## config.mk

```make
export PLATFORM = sky130hd
export DESIGN_NAME = dpe_accum_flat
export DESIGN_NICKNAME = d
export VERILOG_FILES = /design/src/rtl/dpe_pkg.sv /design/src/rtl/dpe_accum_if.sv /design/src/rtl/acc_fifo.sv /design/src/rtl/dpe_accum.sv /design/src/flat_wrapper.sv
export SDC_FILE = /design/constraint.sdc
export NUM_CORES = 1
export LEC_CHECK = 0
export ABC_AREA = 1
export BUFFER_PORTS_ARGS = -buffer_cell sky130_fd_sc_hd__clkbuf_2
export CAP_MARGIN = 40
export CORE_UTILIZATION = 35
export CTS_CLUSTER_SIZE = 24
export DETAILED_ROUTE_END_ITERATION = 7
export GPL_TIMING_DRIVEN = 0
export PLACE_DENSITY = 0.5
export SLEW_MARGIN = 20
export SYNTH_ARGS = -nofsm -noshare
export SYNTH_HDL_FRONTEND = slang
export SYNTH_SLANG_ARGS = --single-unit
export TNS_END_PERCENT = 1
```

## constraint.sdc

```tcl
create_clock -name clk -period 2.84 [get_ports clk]
set_input_delay 0 -clock clk [delete_from_list [all_inputs] [get_ports clk]]
set_output_delay 0 -clock clk [all_outputs]
set_load 0.02 [all_outputs]
```

## src/rtl/dpe_pkg.sv

```systemverilog
// Shared definitions for the DPE accumulator slice: default widths, the
// accumulator state enum and a width-generic saturating add.
package dpe_pkg;

  localparam int unsigned DATAW_DEF = 32;
  localparam int unsigned ACCW_DEF  = 32;
  localparam int unsigned LENW_DEF  = 8;

  // Widest accumulator the saturating add supports (ACCW must be <= SAT_MAXW-1).
  localparam int unsigned SAT_MAXW  = 64;

  typedef enum logic {
    IDLE  = 1'b0,
    ACCUM = 1'b1
  } state_e;

  // Adds two sign-extended operands one bit wider than needed and clamps the
  // result to the signed range of a w-bit accumulator.
  function automatic logic signed [SAT_MAXW-1:0] sat_add(
    input logic signed [SAT_MAXW-1:0] a,
    input logic signed [SAT_MAXW-1:0] b,
    input int unsigned                w
  );
    logic signed [SAT_MAXW:0] one;
    logic signed [SAT_MAXW:0] hi;
    logic signed [SAT_MAXW:0] lo;
    logic signed [SAT_MAXW:0] sum;
    one = (SAT_MAXW+1)'(1);
    hi  = (one <<< (w - 1)) - one;
    lo  = -(one <<< (w - 1));
    sum = (SAT_MAXW+1)'(a) + (SAT_MAXW+1)'(b);
    if (sum > hi) begin
      sum = hi;
    end else if (sum < lo) begin
      sum = lo;
    end
    return SAT_MAXW'(sum);
  endfunction

endpackage

```

## src/rtl/dpe_accum_if.sv

```systemverilog
// Data-path bundle of the DPE accumulator.
//   i_data/i_valid : partial dot products from the DPE chain (not stallable)
//   o_data/o_valid : head of the result FIFO
//   i_ready        : downstream accepts o_data
// slave is the accumulator's view, master the upstream/downstream side.
interface dpe_accum_if
  import dpe_pkg::*;
#(
  parameter int unsigned BATCH = 1,
  parameter int unsigned DATAW = DATAW_DEF,
  parameter int unsigned ACCW  = ACCW_DEF
);

  logic [BATCH-1:0][DATAW-1:0] i_data;
  logic                        i_valid;
  logic [BATCH-1:0][ACCW-1:0]  o_data;
  logic                        o_valid;
  logic                        i_ready;

  modport master (
    output i_data, i_valid, i_ready,
    input  o_data, o_valid
  );

  modport slave (
    input  i_data, i_valid, i_ready,
    output o_data, o_valid
  );

endinterface

```

## src/rtl/acc_fifo.sv

```systemverilog
// Synchronous first-word-fall-through FIFO for accumulated result vectors.
//   push/wdata        : write request (accepted when not full, or full with pop)
//   pop               : read request (ignored when empty)
//   rdata             : head entry, valid whenever empty==0
//   count             : current occupancy
//   full/empty        : registered occupancy flags
//   almost_full       : registered, set when free entries <= AF_MARGIN
module acc_fifo #(
  parameter  int unsigned W         = 64,
  parameter  int unsigned DEPTH     = 16,
  parameter  int unsigned AF_MARGIN = 8,
  localparam int unsigned AW        = $clog2(DEPTH),
  localparam int unsigned CW        = AW + 1
) (
  input  logic          clk,
  input  logic          rst,
  input  logic          push,
  input  logic [W-1:0]  wdata,
  input  logic          pop,
  output logic [W-1:0]  rdata,
  output logic [CW-1:0] count,
  output logic          full,
  output logic          empty,
  output logic          almost_full
);

  logic [W-1:0]  mem [DEPTH];
  logic [AW-1:0] wr_ptr_q;
  logic [AW-1:0] rd_ptr_q;
  logic [CW-1:0] cnt_q;
  logic [CW-1:0] cnt_d;
  logic          full_q;
  logic          empty_q;
  logic          af_q;
  logic          do_push;
  logic          do_pop;

  // A push into a full FIFO only lands if the head leaves in the same cycle.
  assign do_pop  = pop && !empty_q;
  assign do_push = push && (!full_q || do_pop);

  // Next-state occupancy; flags are registered from it.
  always_comb begin
    cnt_d = cnt_q;
    if (do_push && !do_pop) begin
      cnt_d = cnt_q + CW'(1);
    end else if (do_pop && !do_push) begin
      cnt_d = cnt_q - CW'(1);
    end
  end

  // Storage, pointers and flags.
  always_ff @(posedge clk) begin
    if (rst) begin
      for (int unsigned i = 0; i < DEPTH; i++) begin
        mem[i] <= '0;
      end
      wr_ptr_q <= '0;
      rd_ptr_q <= '0;
      cnt_q    <= '0;
      full_q   <= 1'b0;
      empty_q  <= 1'b1;
      af_q     <= 1'b0;
    end else begin
      if (do_push) begin
        mem[wr_ptr_q] <= wdata;
        wr_ptr_q      <= wr_ptr_q + AW'(1);
      end
      if (do_pop) begin
        rd_ptr_q <= rd_ptr_q + AW'(1);
      end
      cnt_q   <= cnt_d;
      full_q  <= (cnt_d == CW'(DEPTH));
      empty_q <= (cnt_d == '0);
      af_q    <= (cnt_d >= CW'(DEPTH - AF_MARGIN));
    end
  end

  assign rdata       = mem[rd_ptr_q];
  assign count       = cnt_q;
  assign full        = full_q;
  assign empty       = empty_q;
  assign almost_full = af_q;

endmodule

```

## src/rtl/dpe_accum.sv

```systemverilog
// Per-lane accumulator of chunked DPE partial dot products.
//   clk, rst        : clock, synchronous active-high reset
//   i_cfg_len/valid : chunks per reduction (0 means 1), taken only when idle
//                     and no data is arriving
//   bus (slave)     : partial-product input and result FIFO output
//   o_almost_full   : upstream must stop issuing DPE compute vectors
//   o_busy          : a reduction is in progress
//   o_err           : sticky, a finished result was dropped on a full FIFO
module dpe_accum
  import dpe_pkg::*;
#(
  parameter int unsigned DATAW      = DATAW_DEF,
  parameter int unsigned ACCW       = ACCW_DEF,
  parameter int unsigned BATCH      = 1,
  parameter int unsigned LENW       = LENW_DEF,
  parameter int unsigned FIFO_DEPTH = 16,
  parameter int unsigned AF_MARGIN  = 8
) (
  input  logic            clk,
  input  logic            rst,
  input  logic [LENW-1:0] i_cfg_len,
  input  logic            i_cfg_valid,
  dpe_accum_if.slave      bus,
  output logic            o_almost_full,
  output logic            o_busy,
  output logic            o_err
);

  localparam int unsigned VECW = BATCH * ACCW;
  localparam int unsigned CW   = $clog2(FIFO_DEPTH) + 1;

  state_e                     state_q;
  state_e                     state_d;
  logic [LENW-1:0]            cnt_q;
  logic [LENW-1:0]            cnt_d;
  logic [LENW-1:0]            cnt_inc;
  logic [LENW-1:0]            len_q;
  logic [LENW-1:0]            len_d;
  logic [BATCH-1:0][ACCW-1:0] acc_q;
  logic [BATCH-1:0][ACCW-1:0] acc_d;
  logic                       emit_q;
  logic                       emit_d;
  logic                       err_q;

  logic [VECW-1:0]            fifo_rdata;
  logic [CW-1:0]              fifo_count;
  logic                       fifo_full;
  logic                       fifo_empty;
  logic                       fifo_af;
  logic                       pop_acc;
  logic                       drop;

  // State register and reduction datapath.
  always_ff @(posedge clk) begin
    if (rst) begin
      state_q <= IDLE;
      cnt_q   <= '0;
      len_q   <= LENW'(1);
      acc_q   <= '0;
      emit_q  <= 1'b0;
      err_q   <= 1'b0;
    end else begin
      state_q <= state_d;
      cnt_q   <= cnt_d;
      len_q   <= len_d;
      acc_q   <= acc_d;
      emit_q  <= emit_d;
      err_q   <= err_q | drop;
    end
  end

  // Next state, chunk counting and per-lane accumulation.
  always_comb begin
    state_d = state_q;
    cnt_d   = cnt_q;
    len_d   = len_q;
    acc_d   = acc_q;
    emit_d  = 1'b0;
    cnt_inc = cnt_q + LENW'(1);

    if (i_cfg_valid && (state_q == IDLE) && !bus.i_valid) begin
      len_d = (i_cfg_len == '0) ? LENW'(1) : i_cfg_len;
    end

    case (state_q)
      IDLE: begin
        if (bus.i_valid) begin
          for (int unsigned b = 0; b < BATCH; b++) begin
            acc_d[b] = ACCW'($signed(bus.i_data[b]));
          end
          if (len_q == LENW'(1)) begin
            emit_d = 1'b1;
          end else begin
            cnt_d   = LENW'(1);
            state_d = ACCUM;
          end
        end
      end
      ACCUM: begin
        if (bus.i_valid) begin
          for (int unsigned b = 0; b < BATCH; b++) begin
            acc_d[b] = ACCW'(sat_add(SAT_MAXW'($signed(acc_q[b])),
                                     SAT_MAXW'($signed(bus.i_data[b])),
                                     ACCW));
          end
          if (cnt_inc == len_q) begin
            emit_d  = 1'b1;
            cnt_d   = '0;
            state_d = IDLE;
          end else begin
            cnt_d = cnt_inc;
          end
        end
      end
      default: begin
        state_d = IDLE;
        cnt_d   = '0;
      end
    endcase
  end

  // A finished sum is lost only when the FIFO is full and nothing leaves.
  assign pop_acc = bus.i_ready && (fifo_count != '0);
  assign drop    = emit_q && fifo_full && !pop_acc;

  acc_fifo #(
    .W         (VECW),
    .DEPTH     (FIFO_DEPTH),
    .AF_MARGIN (AF_MARGIN)
  ) u_fifo (
    .clk         (clk),
    .rst         (rst),
    .push        (emit_q),
    .wdata       (acc_q),
    .pop         (bus.i_ready),
    .rdata       (fifo_rdata),
    .count       (fifo_count),
    .full        (fifo_full),
    .empty       (fifo_empty),
    .almost_full (fifo_af)
  );

  assign bus.o_data    = fifo_rdata;
  assign bus.o_valid   = !fifo_empty;
  assign o_almost_full = fifo_af;
  assign o_busy        = (state_q == ACCUM);
  assign o_err         = err_q;

endmodule

```

## src/flat_wrapper.sv

```systemverilog
// flat-port wrapper written by rule: the top's interface ports become plain ports
module dpe_accum_flat import dpe_pkg::*;
#(
  parameter int unsigned DATAW      = DATAW_DEF,
  parameter int unsigned ACCW       = ACCW_DEF,
  parameter int unsigned BATCH      = 1,
  parameter int unsigned LENW       = LENW_DEF,
  parameter int unsigned FIFO_DEPTH = 16,
  parameter int unsigned AF_MARGIN  = 8
)
  (clk, rst, i_cfg_len, i_cfg_valid, o_almost_full, o_busy, o_err, bus_i_data, bus_i_valid, bus_i_ready, bus_o_data, bus_o_valid);
  dpe_accum_if #(.BATCH(BATCH), .DATAW(DATAW), .ACCW(ACCW)) bus_i ();
  input  logic clk;
  input  logic rst;
  input  logic [LENW-1:0] i_cfg_len;
  input  logic i_cfg_valid;
  output logic o_almost_full;
  output logic o_busy;
  output logic o_err;
  input wire logic [$bits(bus_i.i_data)-1:0] bus_i_data;
  input wire logic [$bits(bus_i.i_valid)-1:0] bus_i_valid;
  input wire logic [$bits(bus_i.i_ready)-1:0] bus_i_ready;
  output wire logic [$bits(bus_i.o_data)-1:0] bus_o_data;
  output wire logic [$bits(bus_i.o_valid)-1:0] bus_o_valid;
  assign bus_i.i_data = bus_i_data;
  assign bus_i.i_valid = bus_i_valid;
  assign bus_i.i_ready = bus_i_ready;
  assign bus_o_data = bus_i.o_data;
  assign bus_o_valid = bus_i.o_valid;
  dpe_accum #(.DATAW(DATAW), .ACCW(ACCW), .BATCH(BATCH), .LENW(LENW), .FIFO_DEPTH(FIFO_DEPTH), .AF_MARGIN(AF_MARGIN)) u_core (.clk(clk), .rst(rst), .i_cfg_len(i_cfg_len), .i_cfg_valid(i_cfg_valid), .bus(bus_i), .o_almost_full(o_almost_full), .o_busy(o_busy), .o_err(o_err));
endmodule
```

==> flow_summary.rst <==
.. list-table::
   :header-rows: 1

   * - Metric
     - Value
   * - Max Fanout on Critical Path
     - 21
   * - Wirelength, routed
     - 99.9 mm
   * - Overall die height
     - approximately 290 µm
   * - Global Route Usage Sum
     - 0.243
   * - Detailed router's first-iteration violation count
     - between 2,000 and 2,500
   * - Number of cells traversed by the worst hold path
     - 4
   * - Cts bufs inserted
     - 69
   * - Proportion of layout cells with a drive suffix above 1
     - 0.104
   * - Total iterations of the first detailed-routing run
     - 5
   * - Setup repair after global routing missed its margin
     - true
   * - Count of distinct cell types in the synthesized netlist
     - 41
   * - CTS Sinks
     - 583
   * - Slew at the pin closest to its max-slew limit
     - 897 ps
   * - Number of antenna violations at the first check in global routing
     - 0
   * - Max Freq
     - between 300 and 400 MHz
   * - Average routed wire per standard cell
     - 23.1 µm
   * - Worst Setup Path Type
     - register to register
   * - Slowest stage delay, CP
     - 340 ps
   * - H-tree depth
     - 3
   * - Post-synth net total
     - 3,058
   * - Int Pwr
     - 16.4 mW
   * - Cell type with the largest total area after synthesis
     - edfxtp_1
   * - Area enclosed by the die boundary
     - roughly 0.082 mm²
   * - Crit path max-delay cell type
     - nor2_2
   * - Layout Area Growth over Synthesis
     - 18.9%
   * - CTS root buf
     - clkbuf_16
   * - Io pins
     - 81
   * - Via count of the first global-routing pass
     - 21,600
   * - Cells after DPL
     - 4,138
   * - Normalized max-slew margin
     - 0.402
   * - Post-Syn Instances
     - 2,971
   * - Top cell family by delay on the critical path
     - simple AND/OR/NAND/NOR gates
   * - Die span in x
     - 287 µm
   * - Final hold violation count
     - 0
   * - Detailed-route via count
     - 22,400
   * - Arrival time of the worst setup path
     - about 3100 ps
   * - Gr ovfl total
     - 0
   * - Most Frequent Cell on Critical Path
     - nand2_1
   * - Max Root-Sink Buffers
     - 3
   * - NetSw
     - 7.81 mW
   * - DP Wirelength
     - 74.5 mm
   * - Clock tree from TritonCTS
     - built
   * - Worst-case vdd ir drop
     - approximately 0.00048 V
   * - Mapped Area
     - roughly 0.028 mm²
   * - Largest clock skew in the final design
     - 27.4 ps
   * - Min Clock Period, post-route
     - 2840 ps
   * - Synth area leaders
     - edfxtp_1 54%, nor2_1 8.5%, nand2_1 5.4%, dfxtp_1 5.0%, mux2i_1 4.5%
   * - Tot Pwr
     - 24.3 mW
   * - CP Cell Sequence
     - inv_2, nand2_1, a21oi_2, nand2_1, nor2_2, nand2_2, clkbuf_2, nand2_4, buf_12
   * - Top library cells by usage in the layout, fill and taps aside
     - 639 x nor2_1, 512 x edfxtp_1, 388 x nand2_1
   * - Total core area
     - 0.0804 mm²
   * - Net switching fraction of the power
     - 0.322
   * - Average instance area after synthesis
     - 9.56 µm²
   * - Residual DRC
     - 0
   * - Final Non-Filler Cells
     - 4,316
   * - Clock transition at the registers of the reported paths
     - approximately 60 ps
   * - Result of the run
     - finished, final reports clean
   * - Vias per std cell
     - 5.19
   * - Static leakage
     - 12.7 nW
   * - Effective utilization at floorplan
     - 0.353
   * - Type of element launching the critical path
     - register
   * - Class of the tightest hold or removal check
     - input pin to register
   * - Count of final setup violators
     - 0
   * - Final antenna diode count
     - 0
   * - Register area share after synthesis
     - 0.591
   * - Number of buffers and inverters on the critical path
     - 3
   * - Portion of total power attributed to sequential cells
     - 0.407
   * - First-pass GRT wire length
     - 145 mm
   * - Required @ worst endpoint
     - approximately 3200 ps
   * - Most common cell after layout, fill and taps aside
     - nor2_1
   * - Final weighted congestion in routability-driven placement
     - 0.972
   * - Insertion delay to the later sink of the worst-skew pair
     - 620 ps
   * - Area fraction of the dominant cell type after synthesis
     - 0.541
   * - Pin count of the biggest net entering global routing
     - 33
   * - Power Dens Cells
     - a little over 700 mW/mm²
   * - Max-cap violations
     - 0
   * - IO buf count
     - 80
   * - Path length in cells of the critical path
     - 9
   * - Count of cells along the worst register-to-register path
     - 9
   * - Gate power share
     - 0.235
   * - Final-stage net count
     - about 3,300
   * - Clk network pwr share
     - 0.358
   * - Max-slew violations
     - 0
   * - Number of synthesized register bits
     - 583
   * - Antenna violation net count after detailed routing
     - 0
   * - Yosys synthesis warning count
     - 0
   * - Final clock period utilization by the worst path
     - 0.998
   * - Number of rows created at floorplan
     - 104
   * - Type of element capturing the critical path
     - register
==> per-layer routing <==
metal,up-vias,wire length (µm),share of wire,GRT usage
met2,858,46700,0.47,0.395
met4,0,3140,0.031,0.0834
met1,10900,43300,0.43,0.333
met3,145,6750,0.068,0.0294
met5,-,0,0,0
li1,10500,-,-,-
==> worst reg2reg max path: cells and delay by family, from the launching register on <==
family | cells | cell delay (ps)
flops | 1 | 310
compound gates | 1 | 280
buf+inv | 3 | 650
simple gates | 5 | 1270
==> logic make-up (layout without fill, tap and decap cells) <==
| family | after synthesis | after routing | share of synthesized area |
|---|---|---|---|
| AO/OA/AOI/OAI | 547 | 547 | 0.110 |
| multiplexers | 128 | 128 | 0.0451 |
| AND/OR/NAND/NOR | 1163 | 1163 | 0.160 |
| buffers and inverters | 479 | 764 | 0.0658 |
| adder cells (fa/ha/maj) | 42 | 42 | 0.0188 |
| XOR/XNOR | 29 | 29 | 0.00894 |
| flip-flops | 583 | 583 | 0.591 |
==> worst paths after layout <==
check                                                             end                            from  slack, ps
worst max-delay path            u_core.u_fifo.mem[4][1]$_SDFFCE_PN0P_  u_core.u_fifo.empty$_SDFF_PP1_          5
worst min-delay path                    u_core.acc_q[31]$_SDFFE_PP0P_                             rst         30
worst max register to register  u_core.u_fifo.mem[4][1]$_SDFFCE_PN0P_  u_core.u_fifo.empty$_SDFF_PP1_          5
worst min register to register           u_core.cnt_q[7]$_SDFFE_PP0P_    u_core.cnt_q[7]$_SDFFE_PP0P_        480
==> power groups by stage <==
stage               logic (mW)  registers (mW)  clock network [mW]
CTS                       5.59            9.86                8.79
detailed placement        5.40            10.0                   0
floorplan                 3.17            9.97                   0
finish                    5.70            9.86                8.69
global placement          5.21            10.0                   0
global route              6.08            9.90                9.13
==> timing repair <==
action / 4_1_cts / 5_1_grt
pin swaps: 2 / 3
setup endpoints to repair: 519 / 397
hold endpoints to repair: 50 / 0
setup buffers: 0 / 1
hold buffers: 52 / 0
gates resized for setup: 108 / 45
==> synth_stat cells (all sizes together) <==
cell / number
nor2: 646
edfxtp: 512
nand2: 420
inv: 280
a21oi: 217
o21ai: 186
clkbuf: 159
o211ai: 129
mux2i: 128
dfxtp: 71
nand3: 68
ha: 41
buf: 37
xor2: 25
o21bai: 12
nand4: 10
nor3: 7
nor4: 4
xnor2: 4
and2: 3
clkinv: 3
or2: 2
a31oi: 1
a32oi: 1
and3: 1
fa: 1
nand3b: 1
o21a: 1
or3: 1
==> final cells by class <==
class,instances,area [µm²]
Sequential cell,583,16800
Clock buffer,91,1830
Multi-Input combinational cell,1909,10000
Tap cell,1060,1330
Timing Repair Buffer,161,1440
Fill cell,7943,46600
Clock inverter,33,327
Buffer,196,965
Inverter,283,1070
==> flip-flops by register name (all words and copies together), names as in the netlist, named ones only <==
name / cells
u_core.acc_q: 32
u_core.o_busy: 1
u_core.u_fifo.empty: 1
u_core.u_fifo.rd_ptr_q: 4
u_core.u_fifo.mem: 512
u_core.u_fifo.count: 5
u_core.u_fifo.almost_full: 1
u_core.u_fifo.wr_ptr_q: 4
u_core.cnt_q: 8
u_core.o_err: 1
u_core.u_fifo.full: 1
u_core.emit_q: 1
u_core.len_q: 8
==> stage by stage <==
step	hold WS, ps	area (µm²)	setup slack (ps)	setup TNS [ps]	utilization
after global routing	54.4	33800	-152	-14960	0.420
after floorplan	91.2	28400	364	0	-
final	28.2	33800	4.58	0	0.420
after global placement	299	30100	-1200	-447650	0.375
after detailed placement	293	30700	-488	-108560	0.381
after CTS	2.05	33600	-70.9	-593	0.418
Note: power is estimated with default switching activity, not from simulation.
